--- config.mk ---
export PLATFORM = sky130hd
export DESIGN_NAME = seven_seg_scan_ctrl_flat
export DESIGN_NICKNAME = d
export VERILOG_FILES = /design/src/rtl/seven_seg_scan_if.sv /design/src/rtl/seven_seg_scan_ctrl.sv /design/src/flat_wrapper.sv
export SDC_FILE = /design/constraint.sdc
export NUM_CORES = 1
export LEC_CHECK = 0
export ABC_AREA = 1
export ABC_CLOCK_PERIOD_IN_PS = 4600
export CAP_MARGIN = 0
export CORE_MARGIN = 5
export CORE_UTILIZATION = 50
export CTS_CLUSTER_DIAMETER = 60
export DETAILED_ROUTE_END_ITERATION = 10
export PLACE_DENSITY_LB_ADDON = 0.15
export SLEW_MARGIN = 25
export SYNTH_ARGS = -nofsm -noshare
export SYNTH_HDL_FRONTEND = slang
export SYNTH_SLANG_ARGS = --single-unit
--- constraint.sdc ---
create_clock -name clk -period 4.6 [get_ports clk]
set_input_delay 0.69 -clock clk [delete_from_list [all_inputs] [get_ports clk]]
set_output_delay 0.69 -clock clk [all_outputs]
set_load 0.005 [all_outputs]
--- src/rtl/seven_seg_scan_if.sv ---
// Bus bundle between the display datapath (master) and the seven-segment scan controller (slave).
interface seven_seg_scan_if #(
  parameter int NUM_DIGITS = 4
);
  logic [4*NUM_DIGITS-1:0] value_in;
  logic                    load;
  logic [6:0]              seven_seg;
  logic [NUM_DIGITS-1:0]   digit_en;
  logic                    frame_start;
  logic                    update_pending;

  modport master (
    output value_in, load,
    input  seven_seg, digit_en, frame_start, update_pending
  );

  modport slave (
    input  value_in, load,
    output seven_seg, digit_en, frame_start, update_pending
  );
endinterface

--- src/rtl/seven_seg_scan_ctrl.sv ---
// Multiplexed common-anode seven-segment scanner with blanking gaps and frame-aligned value commit.
// Optional build macro SEVEN_SEG_LEADING_ZERO_BLANK_EN suppresses leading-zero digits.
module seven_seg_scan_ctrl #(
  parameter int NUM_DIGITS   = 4,
  parameter int DWELL_CYCLES = 50000,
  parameter int BLANK_CYCLES = 1000
) (
  input  logic             clk,
  input  logic             reset,
  seven_seg_scan_if.slave  bus
);
  localparam int VW      = 4 * NUM_DIGITS;
  localparam int CNT_MAX = (DWELL_CYCLES > BLANK_CYCLES) ? DWELL_CYCLES : BLANK_CYCLES;
  localparam int CNT_W   = (CNT_MAX > 1) ? $clog2(CNT_MAX) : 1;
  localparam int IDX_W   = (NUM_DIGITS > 1) ? $clog2(NUM_DIGITS) : 1;

  typedef enum logic {BLANK, DWELL} state_t;

  state_t                state, state_d;
  logic [IDX_W-1:0]      idx, idx_d;
  logic [CNT_W-1:0]      cnt, cnt_d;
  logic [VW-1:0]         active, active_d, pending, pending_d;
  logic [6:0]            seg_q, seg_d;
  logic [NUM_DIGITS-1:0] en_q, en_d;
  logic                  fs_q, fs_d, upd_q, upd_d;
  logic [3:0]            nib;
`ifdef SEVEN_SEG_LEADING_ZERO_BLANK_EN
  logic [NUM_DIGITS-1:0] lz;
  logic                  zero_above;
`endif

  function automatic logic [6:0] decode_hex(input logic [3:0] h);
    case (h)
      4'h0: decode_hex = 7'h40;
      4'h1: decode_hex = 7'h79;
      4'h2: decode_hex = 7'h24;
      4'h3: decode_hex = 7'h30;
      4'h4: decode_hex = 7'h19;
      4'h5: decode_hex = 7'h12;
      4'h6: decode_hex = 7'h02;
      4'h7: decode_hex = 7'h78;
      4'h8: decode_hex = 7'h00;
      4'h9: decode_hex = 7'h10;
      4'hA: decode_hex = 7'h08;
      4'hB: decode_hex = 7'h03;
      4'hC: decode_hex = 7'h46;
      4'hD: decode_hex = 7'h21;
      4'hE: decode_hex = 7'h06;
      default: decode_hex = 7'h0E;
    endcase
  endfunction

  always_ff @(posedge clk) begin
    if (reset) begin
      state   <= BLANK;
      idx     <= '0;
      cnt     <= '0;
      active  <= '0;
      pending <= '0;
      seg_q   <= 7'h7F;
      en_q    <= '1;
      fs_q    <= 1'b0;
      upd_q   <= 1'b0;
    end else begin
      state   <= state_d;
      idx     <= idx_d;
      cnt     <= cnt_d;
      active  <= active_d;
      pending <= pending_d;
      seg_q   <= seg_d;
      en_q    <= en_d;
      fs_q    <= fs_d;
      upd_q   <= upd_d;
    end
  end

  // Outputs are registered from the current scan state, so the pins trail the
  // internal state by one cycle; the commit is keyed off the registered pulse.
  always_comb begin
    state_d   = state;
    idx_d     = idx;
    cnt_d     = cnt + CNT_W'(1);
    active_d  = active;
    pending_d = pending;
    upd_d     = upd_q;
    seg_d     = 7'h7F;
    en_d      = '1;
    nib       = '0;

    case (state)
      BLANK: begin
        if (cnt == CNT_W'(BLANK_CYCLES - 1)) begin
          state_d = DWELL;
          cnt_d   = '0;
        end
      end
      DWELL: begin
        if (cnt == CNT_W'(DWELL_CYCLES - 1)) begin
          state_d = BLANK;
          cnt_d   = '0;
          idx_d   = (idx == IDX_W'(NUM_DIGITS - 1)) ? '0 : idx + IDX_W'(1);
        end
      end
    endcase

    if (bus.load) begin
      pending_d = bus.value_in;
      upd_d     = 1'b1;
    end
    // A load coinciding with the frame boundary bypasses straight into active.
    if (fs_q) begin
      if (bus.load)
        active_d = bus.value_in;
      else if (upd_q)
        active_d = pending;
      upd_d = 1'b0;
    end

    fs_d = (state == BLANK) && (cnt == '0) && (idx == '0);

    for (int k = 0; k < NUM_DIGITS; k++)
      if (idx == IDX_W'(k))
        nib = active_d[k*4 +: 4];

`ifdef SEVEN_SEG_LEADING_ZERO_BLANK_EN
    lz         = '0;
    zero_above = 1'b1;
    for (int k = NUM_DIGITS - 1; k > 0; k--) begin
      zero_above = zero_above && (active_d[k*4 +: 4] == 4'h0);
      lz[k]      = zero_above;
    end
`endif

    if (state == DWELL) begin
`ifdef SEVEN_SEG_LEADING_ZERO_BLANK_EN
      if (!lz[idx]) begin
        seg_d = decode_hex(nib);
        for (int k = 0; k < NUM_DIGITS; k++)
          if (idx == IDX_W'(k))
            en_d[k] = 1'b0;
      end
`else
      seg_d = decode_hex(nib);
      for (int k = 0; k < NUM_DIGITS; k++)
        if (idx == IDX_W'(k))
          en_d[k] = 1'b0;
`endif
    end
  end

  assign bus.seven_seg      = seg_q;
  assign bus.digit_en       = en_q;
  assign bus.frame_start    = fs_q;
  assign bus.update_pending = upd_q;
endmodule

--- src/flat_wrapper.sv ---
// flat-port wrapper written by rule: the top's interface ports become plain ports
module seven_seg_scan_ctrl_flat 
#(
  parameter int NUM_DIGITS   = 4,
  parameter int DWELL_CYCLES = 50000,
  parameter int BLANK_CYCLES = 1000
)
  (clk, reset, bus_value_in, bus_load, bus_seven_seg, bus_digit_en, bus_frame_start, bus_update_pending);
  seven_seg_scan_if #(.NUM_DIGITS(NUM_DIGITS)) bus_i ();
  input  logic clk;
  input  logic reset;
  input wire logic [$bits(bus_i.value_in)-1:0] bus_value_in;
  input wire logic [$bits(bus_i.load)-1:0] bus_load;
  output wire logic [$bits(bus_i.seven_seg)-1:0] bus_seven_seg;
  output wire logic [$bits(bus_i.digit_en)-1:0] bus_digit_en;
  output wire logic [$bits(bus_i.frame_start)-1:0] bus_frame_start;
  output wire logic [$bits(bus_i.update_pending)-1:0] bus_update_pending;
  assign bus_i.value_in = bus_value_in;
  assign bus_i.load = bus_load;
  assign bus_seven_seg = bus_i.seven_seg;
  assign bus_digit_en = bus_i.digit_en;
  assign bus_frame_start = bus_i.frame_start;
  assign bus_update_pending = bus_i.update_pending;
  seven_seg_scan_ctrl #(.NUM_DIGITS(NUM_DIGITS), .DWELL_CYCLES(DWELL_CYCLES), .BLANK_CYCLES(BLANK_CYCLES)) u_core (.clk(clk), .reset(reset), .bus(bus_i));
endmodule
Yosys cells after proc, flatten, opt, wreduce, memory -nomap -nowiden
Memory sizes are Yosys's and may differ from the RTL's. A register that Yosys moved wholly into a read port is not among the register bits.
Cells that the tools add are included.
- output and inout port bits: 13
- memories: 1
- word-level logic and storage cells: 42
- input port bits: 19
- bits in writable memories: 0
- register bits: 57
- bits in read-only memories: 112
- latch bits: 0
- memories (memory ; depth ; width ; read ports ; clocked after memory_dff ; wr ports ; line ; RTL):
    (name not given) ; 16 ; 7 ; 1 ; 1 ; 0 ; seven_seg_scan_ctrl.sv:33 ; case (h)
- equal/unequal tests: 5
- shift operators: 0
- reductions and logical operators: 7
- div/mod/pow operators: 0
- muxes and demuxes: 18
- $mul: 0
- order comparisons: 0
- bitwise gates (word level): 1
- $add $sub $neg: 2
- operators with widths (cell ; count):
    16-bit two-way mux ; 5
    16-bit one-hot mux with 2 select lines ; 1
    16-bit by 1-bit adder with 16-bit output, second input constant ; 1
    16-bit by 10-bit equality test with 1-bit output, second input constant ; 1
    16-bit equality test, second input constant ; 1
    16-bit logical NOT ; 1
    4-bit two-way mux ; 4
    1-bit two-way mux ; 6
    2-bit equality test, second input constant ; 2
    2-bit OR reduction ; 2
    2-bit by 1-bit adder with 2-bit output, second input constant ; 1
    2-bit by 1-bit equality test with 1-bit output, second input constant ; 1
    1-bit logical AND ; 2
    2-bit logical NOT ; 1
    2-bit two-way mux ; 1
    1-bit one-hot mux with 2 select lines ; 1
    2-bit AND reduction ; 1
    1-bit NOT ; 1

Depth between registers and ports, before layout
Gate-level depths: netlist of run 1.
- depth in word-level cells: 7
- depth in mapped cells: 17
- depth with buffers taken out: 15

Worst setup path after synthesis of run 1
No wires, ideal clock.
- kind: input port to flip-flop
- start point: input port bus_load
- end point: register u_core.seg_q[6] (netlist: u_core.bus.seven_seg[6])
- cell stages on the path: 13
- path buffers: 1
- arrival time: 2.100 ns
- slack: 2.375 ns
- cell sequence: buf_6 -> or2_2 -> o21ai_1 -> nand2_1 -> o21ai_1 -> nor2_1 -> a21oi_4 -> inv_1 -> ha_1 -> nand2_1 -> nand3_1 -> nand2_1 -> nand2_1
- longest elaborated chain between the ends: 6
- RTL lines (item ; line ; RTL):
    start: declaration ; flat_wrapper.sv:13 ; input wire logic [$bits(bus_i.load)-1:0] bus_load;
    16-bit two-way mux (*) ; seven_seg_scan_ctrl.sv:112 ; if (bus.load)
    16-bit two-way mux (*) ; seven_seg_scan_ctrl.sv:111 ; if (fs_q) begin
    4-bit two-way mux (3 in a row) ; seven_seg_scan_ctrl.sv:122 ; if (idx == IDX_W'(k))
    4-bit two-way mux (*) ; seven_seg_scan_ctrl.sv:122 ;
    end: declaration ; seven_seg_scan_ctrl.sv:23 ; logic [6:0] seg_q, seg_d;
Mark *: on every way between the ends. The rest lies on a longest branch, timed or not.
A chain may end at the register's enable or synchronous reset.

Worst setup path after layout of run 1
- start point: input port bus_load
- end point: register u_core.seg_q[1] (netlist: u_core.bus.seven_seg[1])
The elaborated chain is that of the path after synthesis.

==> results of run 1 <==
==> state kept, by name, summed over array words and instances, names as in the netlist <==
register,cells
u_core.bus.frame_start,1
u_core.active,16
u_core.pending,16
u_core.bus.update_pending,1
u_core.bus.seven_seg,7
u_core.idx,2
u_core.bus.digit_en,4
u_core.cnt,16
u_core.state,1
==> per-stage QoR <==
stage | utilization (%) | std cells
after detailed placement | 57.1 | 512
after global routing | 60.3 | 528
after CTS | 60.3 | 528
final | 60.3 | 528
after global placement | 57.1 | 512
after floorplan | - | 416
==> cell usage after synthesis <==
library cell and n:
clkbuf_1 6, ha_1 12, nor2_2 1, buf_4 2, xor2_1 5, nand3_2 2
buf_2 1, or2_2 4, or2_1 4, buf_6 3, a21oi_1 17, o21a_1 1
o311ai_1 1, o41ai_1 1, dfxtp_1 64, mux2i_1 1, inv_2 9, nor4_1 5
o21ai_2 2, o22ai_1 2, a21oi_4 2, o21ai_0 4, nand2_1 116, nand3b_1 1
nand3_1 32, nand3_4 1, nor3_1 8, a211oi_1 2, nor2_4 2, nand2_4 2
nand4_1 6, nor2_1 43, o21ai_1 10, inv_1 40, nand2_2 4
==> report_power, final <==
group          internal (uW)  switching (uW)  total, uW  leakage (uW)
combinational           52.7            76.9        130      0.000960
clock                    247             212        459     0.0000920
sequential               575            10.1        585      0.000522
total                    875             299       1170       0.00157
==> final timing paths <==
check                             to  slack, ps  depth (start not counted)
max          u_core.bus.seven_seg[1]       1430                         13
min                    u_core.cnt[0]        470                          1
max reg2reg  u_core.bus.seven_seg[1]       2250                         12
min reg2reg            u_core.cnt[0]        470                          1
==> cell type report <==
| class | instances | area share (%) |
|---|---|---|
| clock inverters | 6 | 1.68 |
| inverters | 49 | 5.15 |
| clock buffers | 10 | 3.57 |
| well taps | 75 | 2.63 |
| flip-flops and latches | 64 | 35.9 |
| multi-input cells | 291 | 42.0 |
| repair buffers | 33 | 9.11 |
==> routing by layer <==
| metal | part of all wire, % | wire (um) | vias to the layer above | GRT usage [%] |
|---|---|---|---|---|
| li1 | - | - | 1395 | - |
| met1 | 48 | 3030 | 1184 | 22.9 |
| met2 | 46 | 2860 | 48 | 29.8 |
| met3 | 3.8 | 240 | 12 | 4.23 |
| met4 | 2.3 | 142 | 0 | 7.95 |
| met5 | 0 | 0 | - | 0 |
==> critical path, cell delays in order <==
cell	delay, ps
clkdlybuf4s50_1	970
nor2_2	130
nor2_4	370
o21ai_0	260
nor2_1	150
inv_1	60
nand2_2	100
inv_2	70
ha_1	300
nand2_1	110
o21ai_1	70
inv_1	90
nand2_1	40
==> cell families after synthesis <==
group | count (synthesis) | synth area share, %
xor gates and xnor gates | 5 | 1.44
buffers and inverters | 61 | 8.56
DFF | 64 | 42.1
AOI/OAI and AO/OA | 42 | 8.48
and+or+nand+nor | 231 | 34.1
muxes | 1 | 0.329
adders and majority gates | 12 | 4.94
==> impl_metrics.tcl, run 1 <==
set metrics [dict create \
    seqCellArea_um2 1280 \
    whs_ps 472 \
    clock-sinks 64 \
    r2r_start "u_core.bus.frame_start" \
    ys_types 35 \
    core-area_um2 5920 \
    synth-warning-count 0 \
    num_rows 28 \
    fmax_mhz 315 \
    grt-ovfl-total 0 \
    seq_area_frac_synth_pct 42.1 \
    fin_nets 479 \
    drt_iter0_markers 114 \
    syn_area_per_cell_um2 7.31 \
    root_buffer "clkbuf_8" \
    portBuffers 31 \
    antenna_left 0 \
    placed_area_um2 3380 \
    gp_congestion 0.887 \
    min_period_ps 3170 \
    drv_cap 0 \
    maxSlewHeadroom_pct 43.7 \
    p_leak_uw 0.00157 \
    finalHoldViolations 0 \
    slew_violations 0 \
    power_density_nw_per_um2 329 \
    cts_tree "built" \
    die_h_um 88.0 \
    grt_max_degree 24 \
    crit_fanout 20 \
    ys_ff_latch 64 \
    antenna_found_initial 0 \
    crit_path_end_kind "flop" \
    worst_pin_slew_ps 841 \
    synth_top_area_cell "dfxtp_1" \
    wl_per_cell_um 11.9 \
    synth_top_area_share_pct 42.1 \
    grt_first_pass_wirelength_um 11000 \
    drive_gt1_share_pct 10.2 \
    power.total_uw 1170 \
    clock_skew_ps 9.69 \
    drc 0 \
    io_pins 32 \
    fin_area_um2 3570 \
    syn_area_um2 3040 \
    insertedDiodeCount 0 \
    drt_pass1_iterations 4 \
    htreeDepth 3 \
    post_cts_buffers 0 \
    final_cell_mix "nand2_1, dfxtp_1, nor2_1" \
    dieArea_um2 7740 \
    startpoint "bus_load" \
    required_ps 4830 \
    vias 2639 \
    critPathArrivalTime_ps 3410 \
    dp_hpwl_um 4670 \
    initial_core_util_pct 51.4 \
    cp-start-kind "input port" \
    syn_inst 416 \
    min_path_type "flop to flop" \
    critical_path_class "input port to flop" \
    worst_slack_ps 1430 \
    cts_max_path_buffers 2 \
    setup_tns_ps 0 \
    min-delay-start "u_core.cnt[0]" \
    grt_usage_pct 18.2 \
    numCtsBuffers 9 \
    ctsResizeCount 0 \
    place_ws_ps 1100 \
    setup_viol 0 \
    mostFrequentLayoutCell "nand2_1" \
    clk_latency_ps 340 \
    synth_area_leaders "dfxtp_1, nand2_1, nor2_1, nand3_1, ha_1" \
    rsz0062_at_grt "false" \
    period_share_pct 69.0 \
    routed_via_density 5.00 \
    grt_pass1_vias 2479 \
    clkTransAtPathRegs_ps 70 \
    hold_buffers 0 \
    syn2layout_area_growth_pct 17.4 \
    status "finished clean" \
    syn_nets 447 \
    die_w_um 88.0 \
    totalWireLength_um 6280 \
    n_fill_cell 571 \
    ir_drop_mv 0.239 \
    multiInputGateArea_um2 1500 \
]
(Power assumes the default switching activity.)
==> run 2, diff against run 1 <==
ABC_CLOCK_PERIOD_IN_PS = 2700   (was 4600)
clock period = 2.7 ns   (was 4.6 ns; I/O delays follow)
==> run 2 against run 1 <==
Non-clock buffer count up 6; sequential power up 71%; cell count up 0.76%; combinational power up 78%; clock skew down 1.1 ps; flip-flop and latch count unchanged; power up 67%; via count down 0.83%; sequential share of layout area down 0.42 points; core utilization up 0.72 points; clock-buffer cell count up 4; critical endpoint is now u_core.bus.seven_seg[6]; largest power group unchanged.
==> impl_metrics.tcl, run 2 (synthesis gave the netlist of run 1 again) <==
set metrics [dict create \
    status "finished clean" \
    setup_tns_ps 0 \
    mostFrequentLayoutCell "nand2_1" \
    antenna_found_initial 0 \
    cts_tree "built" \
    cp-start-kind "input port" \
    root_buffer "clkbuf_8" \
    drt_pass1_iterations 5 \
    drt_iter0_markers 83 \
    dp_hpwl_um 4740 \
    die_w_um 88.0 \
    finalHoldViolations 0 \
    power.total_uw 1960 \
    critical_path_class "input port to flop" \
    r2r_cells 13 \
    stdcell_count 532 \
    ir_drop_mv 0.347 \
    fmax_mhz 427 \
    r2r_start "u_core.idx[1]" \
    min_period_ps 2340 \
    drv_cap 0 \
    numCtsBuffers 9 \
    clkTransAtPathRegs_ps 60 \
    grt_usage_pct 18.5 \
    grt_first_pass_wirelength_um 11100 \
    min-delay-start "u_core.cnt[0]" \
    grt_max_degree 31 \
    grt_pass1_vias 2533 \
    p_leak_uw 0.00160 \
    routed_via_density 4.92 \
    clk_latency_ps 340 \
    post_cts_buffers 0 \
    hold_buffers 0 \
    clock-sinks 64 \
    worstHoldEndpoint "u_core.cnt[0]" \
    gp_congestion 0.896 \
    crit_fanout 20 \
    wl_per_cell_um 11.7 \
    critPathArrivalTime_ps 2540 \
    totalWireLength_um 6240 \
    io_pins 32 \
    syn2layout_area_growth_pct 18.8 \
    core-area_um2 5920 \
    initial_core_util_pct 51.4 \
    vias 2617 \
    whs_ps 467 \
    setup_viol 0 \
    htreeDepth 3 \
    cts_max_path_buffers 2 \
    n_fill_cell 533 \
    grt_use_met2_pct 28.6 \
    rsz0062_at_grt "false" \
    period_share_pct 86.7 \
    fin_nets 485 \
    seqCellArea_um2 1280 \
    required_ps 2900 \
    power_density_nw_per_um2 543 \
    min_path_type "flop to flop" \
    ctsResizeCount 0 \
    reg_top3 "u_core.active (16), u_core.cnt (16), u_core.pending (16)" \
    rr_endpoint "u_core.bus.seven_seg[1]" \
    clock_skew_ps 8.60 \
    ff2ff_setup_slack_ps 530 \
    grt-ovfl-total 0 \
    holdPathStages 1 \
    die_h_um 88.0 \
    slew_violations 0 \
    maxSlewHeadroom_pct 55.1 \
    portBuffers 31 \
    dpl.cell_count 518 \
    antenna_left 0 \
    num_rows 28 \
    worst_pin_slew_ps 671 \
    dieArea_um2 7740 \
    use_met3_pct 3.76 \
    drc 0 \
    crit_path_end_kind "flop" \
    final_cell_mix "nand2_1, dfxtp_1, nor2_1" \
    grt.busiest_layer "met2" \
    drive_gt1_share_pct 10.7 \
    gr-usage-met1_pct 24.2 \
    insertedDiodeCount 0 \
    multiInputGateArea_um2 1500 \
]
[run 2: power breakdown]
part | internal, uW | total (uW) | switching, uW
clock network | 399 | 732 | 333
registers | 980 | 998 | 17.1
logic | 98.4 | 231 | 133
total | 1480 | 1960 | 483
[run 2: worst max-delay path by stage]
stage | start | endpoint | slack (ps) | cells past startpoint
floorplan | bus_load | u_core.bus.seven_seg[6] | 760 | 13
global placement | bus_load | u_core.bus.seven_seg[1] | 100 | 14
detailed placement | bus_load | u_core.bus.seven_seg[6] | 3 | 14
CTS | bus_load | u_core.bus.seven_seg[6] | 360 | 14
global route | bus_load | u_core.bus.seven_seg[3] | 120 | 14
finish | bus_load | u_core.bus.seven_seg[6] | 360 | 14
[run 2: cell type report]
type	instances	area share [%]
inverter	49	5.09
clock buffer	14	4.78
sequential	64	35.5
tap	75	2.60
multi-input combinational	291	41.5
timing repair buffer	39	10.6
[run 2: per-stage QoR]
stage	setup slack [ps]	util, %	instance area (um^2)
finish	360	61.0	3610
global route	121	61.0	3610
CTS	365	61.0	3610
detailed placement	2.98	58.1	3440
global placement	98.3	58.1	3440
floorplan	760	-	3040
[run 2: worst max-delay path, stage by stage]
cell and delay (ps):
clkdlybuf4s50_1 520, buf_12 170, nor2_2 70, nor2_4 240
nand2_1 130, nand3_1 110, nand3_2 110, a21oi_4 210
inv_1 100, ha_1 200, nand2_1 100, nand3_1 80
nand2_1 60, nand2_1 40
[run 2: routing by layer]
metal / share of wire [%] / up-vias
met3: 4.3 / 14
met4: 2.5 / 0
met2: 45 / 43
li1: - / 1402
met1: 48 / 1158
met5: 0 / -
